[config.mk]
export PLATFORM = sky130hd
export DESIGN_NAME = mean_job_scheduler
export DESIGN_NICKNAME = d
export VERILOG_FILES = /design/src/rtl/mean_sched_pkg.sv /design/src/rtl/mean_job_scheduler_rr_arbiter.sv /design/src/rtl/mean_job_scheduler.sv
export SDC_FILE = /design/constraint.sdc
export NUM_CORES = 1
export LEC_CHECK = 0
export CORE_AREA = 3 3 154 156
export DETAILED_ROUTE_END_ITERATION = 7
export DIE_AREA = 0 0 157 159
export PLACE_DENSITY = 0.66
export RECOVER_POWER = 25
export SYNTH_ARGS = -nofsm -noshare
export SYNTH_HDL_FRONTEND = slang
export SYNTH_SLANG_ARGS = --single-unit
[constraint.sdc]
create_clock -name clk -period 2.2 [get_ports clk]
set_input_delay 0.55 -clock clk [delete_from_list [all_inputs] [get_ports clk]]
set_output_delay 0.55 -clock clk [all_outputs]
set_load 0.02 [all_outputs]
[src/rtl/mean_sched_pkg.sv]
// Shared types for the mean_unit job scheduler: FSM state encoding, data width
// and the packed layout of the job parameter word.
package mean_sched_pkg;

   localparam int DATA_W       = 32;
   localparam int PARAM_DIMS_W = 16;
   localparam int PARAM_AXES_W = 16;

   typedef enum logic [1:0] {
      ST_IDLE  = 2'd0,
      ST_ISSUE = 2'd1,
      ST_WAIT  = 2'd2,
      ST_RESP  = 2'd3
   } state_e;

   // dims occupies bits [31:16], axes occupies bits [15:0]
   typedef struct packed {
      logic [PARAM_DIMS_W-1:0] dims;
      logic [PARAM_AXES_W-1:0] axes;
   } params_t;

endpackage

[src/rtl/mean_job_scheduler_rr_arbiter.sv]
// Combinational round-robin arbiter: one-hot grant plus encoded id, searching
// upward from ptr_i and wrapping. The owner keeps the pointer register.
module rr_arbiter #(
   parameter int  NUM_REQ = 4,
   localparam int RID_W   = $clog2(NUM_REQ)
) (
   input  logic [NUM_REQ-1:0] req_i,
   input  logic [RID_W-1:0]   ptr_i,
   output logic [NUM_REQ-1:0] grant_o,
   output logic [RID_W-1:0]   grant_id_o,
   output logic               grant_valid_o
);

   logic found;

   // First pass covers ptr..NUM_REQ-1, second pass wraps to 0..ptr-1.
   always_comb begin
      grant_o       = '0;
      grant_id_o    = '0;
      found         = 1'b0;
      for (int j = 0; j < NUM_REQ; j++) begin
         if (!found && req_i[j] && (j >= int'(ptr_i))) begin
            grant_o[j] = 1'b1;
            grant_id_o = RID_W'(j);
            found      = 1'b1;
         end
      end
      for (int j = 0; j < NUM_REQ; j++) begin
         if (!found && req_i[j] && (j < int'(ptr_i))) begin
            grant_o[j] = 1'b1;
            grant_id_o = RID_W'(j);
            found      = 1'b1;
         end
      end
      grant_valid_o = found;
   end

endmodule

[src/rtl/mean_job_scheduler.sv]
// Shares one mean_unit between NUM_REQ requesters, one job at a time.
// Optional WAIT watchdog enabled by defining MEAN_SCHED_TIMEOUT_EN.
module mean_job_scheduler
   import mean_sched_pkg::*;
#(
   parameter int  NUM_REQ        = 4,
   parameter int  TIMEOUT_CYCLES = 1024,
   localparam int RID_W          = $clog2(NUM_REQ)
) (
   input  logic                      clk,
   input  logic                      rst_n,
   input  logic [NUM_REQ-1:0]        req_valid,
   output logic [NUM_REQ-1:0]        req_ready,
   input  logic [NUM_REQ*DATA_W-1:0] req_ptr,
   input  logic [NUM_REQ*DATA_W-1:0] req_params,
   output logic                      unit_start,
   output logic [DATA_W-1:0]         unit_input_ptr,
   output logic [DATA_W-1:0]         unit_params,
   input  logic                      unit_ready,
   input  logic                      unit_done,
   input  logic [DATA_W-1:0]         unit_result,
   output logic                      rsp_valid,
   input  logic                      rsp_ready,
   output logic [RID_W-1:0]          rsp_id,
   output logic [DATA_W-1:0]         rsp_result,
   output logic                      rsp_err,
   output logic                      busy
);

   state_e             state_q, state_d;
   logic [RID_W-1:0]   rrPtr_q, rrPtr_d;
   logic [RID_W-1:0]   id_q, id_d;
   logic [DATA_W-1:0]  inPtr_q, inPtr_d;
   params_t            params_q, params_d;
   logic [DATA_W-1:0]  result_q, result_d;

   logic [NUM_REQ-1:0] grant;
   logic [RID_W-1:0]   grantId;
   logic               grantValid;
   logic [DATA_W-1:0]  selPtr;
   params_t            selParams;
   logic               timeoutHit;
   logic               driveUnit;

   rr_arbiter #(.NUM_REQ(NUM_REQ)) u_arb (
      .req_i        (req_valid),
      .ptr_i        (rrPtr_q),
      .grant_o      (grant),
      .grant_id_o   (grantId),
      .grant_valid_o(grantValid)
   );

   // Grant is one-hot, so an OR-style mux picks the winner's slices.
   always_comb begin
      selPtr    = '0;
      selParams = '0;
      for (int i = 0; i < NUM_REQ; i++) begin
         if (grant[i]) begin
            selPtr    = req_ptr[DATA_W*i +: DATA_W];
            selParams = params_t'(req_params[DATA_W*i +: DATA_W]);
         end
      end
   end

   always_comb begin
      state_d  = state_q;
      rrPtr_d  = rrPtr_q;
      id_d     = id_q;
      inPtr_d  = inPtr_q;
      params_d = params_q;
      result_d = result_q;
      case (state_q)
         ST_IDLE: begin
            if (grantValid) begin
               id_d     = grantId;
               inPtr_d  = selPtr;
               params_d = selParams;
               state_d  = ST_ISSUE;
            end
         end
         ST_ISSUE: begin
            if (unit_ready) state_d = ST_WAIT;
         end
         ST_WAIT: begin
            if (unit_done) begin
               result_d = unit_result;
               state_d  = ST_RESP;
            end else if (timeoutHit) begin
               result_d = '0;
               state_d  = ST_RESP;
            end
         end
         ST_RESP: begin
            if (rsp_ready) begin
               rrPtr_d = (id_q == RID_W'(NUM_REQ - 1)) ? '0 : id_q + RID_W'(1);
               state_d = ST_IDLE;
            end
         end
         default: state_d = ST_IDLE;
      endcase
   end

   always_ff @(posedge clk or negedge rst_n) begin
      if (!rst_n) begin
         state_q  <= ST_IDLE;
         rrPtr_q  <= '0;
         id_q     <= '0;
         inPtr_q  <= '0;
         params_q <= '0;
         result_q <= '0;
      end else begin
         state_q  <= state_d;
         rrPtr_q  <= rrPtr_d;
         id_q     <= id_d;
         inPtr_q  <= inPtr_d;
         params_q <= params_d;
         result_q <= result_d;
      end
   end

`ifdef MEAN_SCHED_TIMEOUT_EN
   logic [31:0] waitCnt_q, waitCnt_d;
   logic        err_q, err_d;

   // Counter is zeroed while in ISSUE so it starts at 0 on the first WAIT cycle.
   assign timeoutHit = (state_q == ST_WAIT) && (waitCnt_q == 32'(TIMEOUT_CYCLES - 1));

   always_comb begin
      waitCnt_d = waitCnt_q;
      err_d     = err_q;
      if (state_q == ST_ISSUE) begin
         waitCnt_d = '0;
         err_d     = 1'b0;
      end else if (state_q == ST_WAIT) begin
         waitCnt_d = waitCnt_q + 32'd1;
         if (unit_done)       err_d = 1'b0;
         else if (timeoutHit) err_d = 1'b1;
      end
   end

   always_ff @(posedge clk or negedge rst_n) begin
      if (!rst_n) begin
         waitCnt_q <= '0;
         err_q     <= 1'b0;
      end else begin
         waitCnt_q <= waitCnt_d;
         err_q     <= err_d;
      end
   end

   assign rsp_err = err_q;
`else
   logic unusedTimeout;
   assign unusedTimeout = (TIMEOUT_CYCLES == 0);
   assign timeoutHit    = 1'b0;
   assign rsp_err       = 1'b0;
`endif

   assign driveUnit      = (state_q == ST_ISSUE) || (state_q == ST_WAIT);
   assign req_ready      = ((state_q == ST_IDLE) && rst_n) ? grant : '0;
   assign unit_start     = (state_q == ST_ISSUE) && unit_ready;
   assign unit_input_ptr = driveUnit ? inPtr_q : '0;
   assign unit_params    = driveUnit ? params_q : '0;
   assign rsp_valid      = (state_q == ST_RESP);
   assign rsp_id         = id_q;
   assign rsp_result     = result_q;
   assign busy           = (state_q != ST_IDLE);

endmodule

==> results of run 1 <==
==> worst max-delay path, cell delays in order (launching register included) <==
cell,delay (ns)
dfrtp_1,0.39
inv_2,0.08
ha_4,0.24
buf_12,0.15
buf_12,0.13
buf_6,0.11
and2_4,0.13
buf_6,0.12
==> per-stage QoR <==
step	setup TNS (ns)	setup WS (ns)
after CTS	-3.68	-0.131
after global placement	-51.56	-0.731
final	-0.495	-0.0590
after detailed placement	-51.19	-0.708
after floorplan	-0.0752	-0.0752
after global routing	-6.47	-0.142
==> repair_timing <==
item	in CTS	in global routing
gates resized for setup	384	66
gates cloned	0	2
setup buffers	13	5
pin swaps	1	5
endpoints found under the setup margin	136	68
==> cells by family (layout without fill, tap and decap cells) <==
kind of cell	count (synthesis)	count (layout)	share of synthesized area, %
AND/OR/NAND/NOR	153	153	14.4
adder cells (fa/ha/maj)	5	5	0.984
buffers and inverters	87	501	7.87
AO/OA/AOI/OAI	278	278	30.4
flip-flops	102	102	40.1
other	1	3	0.0590
multiplexers	35	35	6.18
==> worst paths after layout <==
check | start | end | cells past startpoint
max reg2reg | rrPtr_q[1] | rsp_id[1] | 7
max | state_q[1] | unit_params[13] | 7
min reg2reg | rsp_result[8] | rsp_result[8] | 1
min | rsp_result[8] | rsp_result[8] | 1
min in group asynchronous | rst_n | inPtr_q[19] | 2
max in group asynchronous | rst_n | rrPtr_q[1] | 3
==> layer usage <==
metal	track usage (%)	vias up
met1	25.9	3427
met4	5.97	2
met2	37.7	355
li1	-	3346
met3	5.87	46
met5	0	-
==> synth_stat cells, drive strengths merged, types with 2 or more instances <==
library cell	count	area, um2
mux2	34	383
inv	9	33.8
a32oi	63	552
a21oi	70	350
dfrtp	102	2550
and2	65	407
buf	36	309
o31ai	66	495
o21ai	4	31.3
nand2b	63	394
o221a	3	33.8
a211oi	2	20.0
ha	5	62.6
nor2	10	37.5
clkbuf	42	158
nand2	8	30.0
a31oi	64	400
nor3	2	10.0
==> state kept, by name, indices dropped and copies added, names as in the netlist <==
name	cells
rsp_id	2
state_q	2
inPtr_q	32
rrPtr_q	2
params_q	32
rsp_result	32
==> cell type report <==
cell class	instances	area, um2
tap	285	357
sequential	102	2550
multi-input combinational	472	3500
antenna	2	5.00
clock buffer	9	225
fill	2108	10900
clock inverter	7	78.8
timing repair buffer	476	4810
inverter	9	33.8
==> power by group <==
part | switching [mW] | internal [mW] | total, mW
combinational | 6.38 | 6.62 | 13.0
clock | 0.868 | 0.811 | 1.68
sequential | 0.474 | 2.86 | 3.34
==> flow_summary_export.csv, run 1 <==
group,metric,value,unit
run_status,status,"complete, but fails checks",
run_status,violations,"setup timing",
placement,dp_hpwl,20.4,mm
setup_path,critPathMaxFanout,8,
logic_synthesis,yosys_warnings,0,
detailed_routing,wl_met1,11.3,mm
final_layout,fin_area,11600,um2
final_layout,drive_gt1_share,23.3,%
die,io_pins,403,
timing,tightest_slew,0.987,ns
logic_synthesis,avgSynthCellArea,9.62,um2
grt,grt_pass1_wl,42.2,mm
setup_path,cp.arrival,1.71,ns
logic_synthesis,ys_seq_area_share,40.1,%
clock_network,clk_latency,0.36,ns
worst_hold_path,hold_class,"reg2reg",
clock_network,cts_max_level,3,
setup_path,critPathKind,"reg2out",
placement,dpl_cell_area,11000,um2
clock_network,cts_buffers,9,
detailed_routing,num_vias,7176,
timing,relSlewSlack,34.2,%
logic_synthesis,synthesis.area,6360,um2
timing,hold_viol,0,
timing,finalCritPeriodShare,103,%
logic_synthesis,synth_nets,963,
detailed_routing,drt_first_pass_iters,8,
timing,grt_setup_unrepaired,"true",
detailed_routing,vias_per_cell,5.27,
timing,final_max_slew_viol_count,0,
setup_path,start_kind,"flip-flop",
die,die_h,159,um
detailed_routing,drt-total-wl,28.7,mm
die,start_util,28.3,%
final_layout,num-nets-final,1372,
final_layout,final_util,51.4,%
logic_synthesis,ys_async_sr_fraction,100,%
grt,gr-usage-all-layers,21.6,%
pwr,vdd.ir_drop.worst,0.000624,V
placement,io_buffer_count,401,
logic_synthesis,synth_edf_count,0,
detailed_routing,drt_iter0_markers,414,
grt,antenna_found_initial,3,
timing,setup_viol,16,
logic_synthesis,syn-instance-count,661,
setup_path,r2r_setup_slack,0.13,ns
detailed_routing,remaining_drc_errors,0,
clock_network,cts_buffer_depth,2,
die,rows,55,
final_layout,layout_commonest_cell,"clkdlybuf4s50_1",
logic_synthesis,synth_cell_types,37,
logic_synthesis,ys_ff_latch,102,
placement,place.gp.congestion,0.866,
detailed_routing,maxUsedRoutingLayer,"met5",
clock_network,cts.clk_slew.worst_paths,0.08,ns
die,die_w,157,um
clock_network,cts.sinks,102,
grt,grt.overflow.total,0,
setup_path,cp.required,1.65,ns
job,cap_viol_max_count,0,
pwr,leakage,4.55,nW
timing,fin_ws,-0.0590,ns
clock_network,cts_root_buffer,"clkbuf_16",
logic_synthesis,ys.flop_type,"dfrtp_1",
detailed_routing,routedWlPerCell,21.1,um
clock_network,cts_tree,"yes",
placement,dp_cells,1326,
setup_path,critPathCaptureType,"output pin",
pwr,power.total,18.0,mW
die,coreArea,22500,um2
grt,grt_pass1_vias,7117,
clock_network,holdBufCountCts,0,
grt,grt_max_degree,66,
timing,hold_ws,0.507,ns
final_layout,instances_no_fill,1362,
pwr,p_per_area,1560,nW/um2
final_layout,layout_common_cells,"clkdlybuf4s50_1 (325), dfrtp_1 (101), a21oi_1 (67)",
detailed_routing,met3_length,2.36,mm
die,dieArea,25000,um2
timing,max_freq,0.443,GHz
timing,fin_worst_skew,0.0130,ns
detailed_routing,met2_length,14.4,mm
final_layout,area_growth,81.9,%
detailed_routing,ant_nets,0,
timing,fin_crit,2.26,ns
Note: power is estimated with default switching activity, not from simulation.
==> inputs of run 2 (changes only) <==
SLEW_MARGIN = 20   (was unset)
==> results of run 2 <==
Same layout as run 1: the final DEF is identical, and so are final timing and power.
==> inputs of run 3 (changes only) <==
GPL_ROUTABILITY_DRIVEN = 0   (was unset)
==> results of run 3 <==
Same layout as run 1: the final DEF is identical, and so are final timing and power.
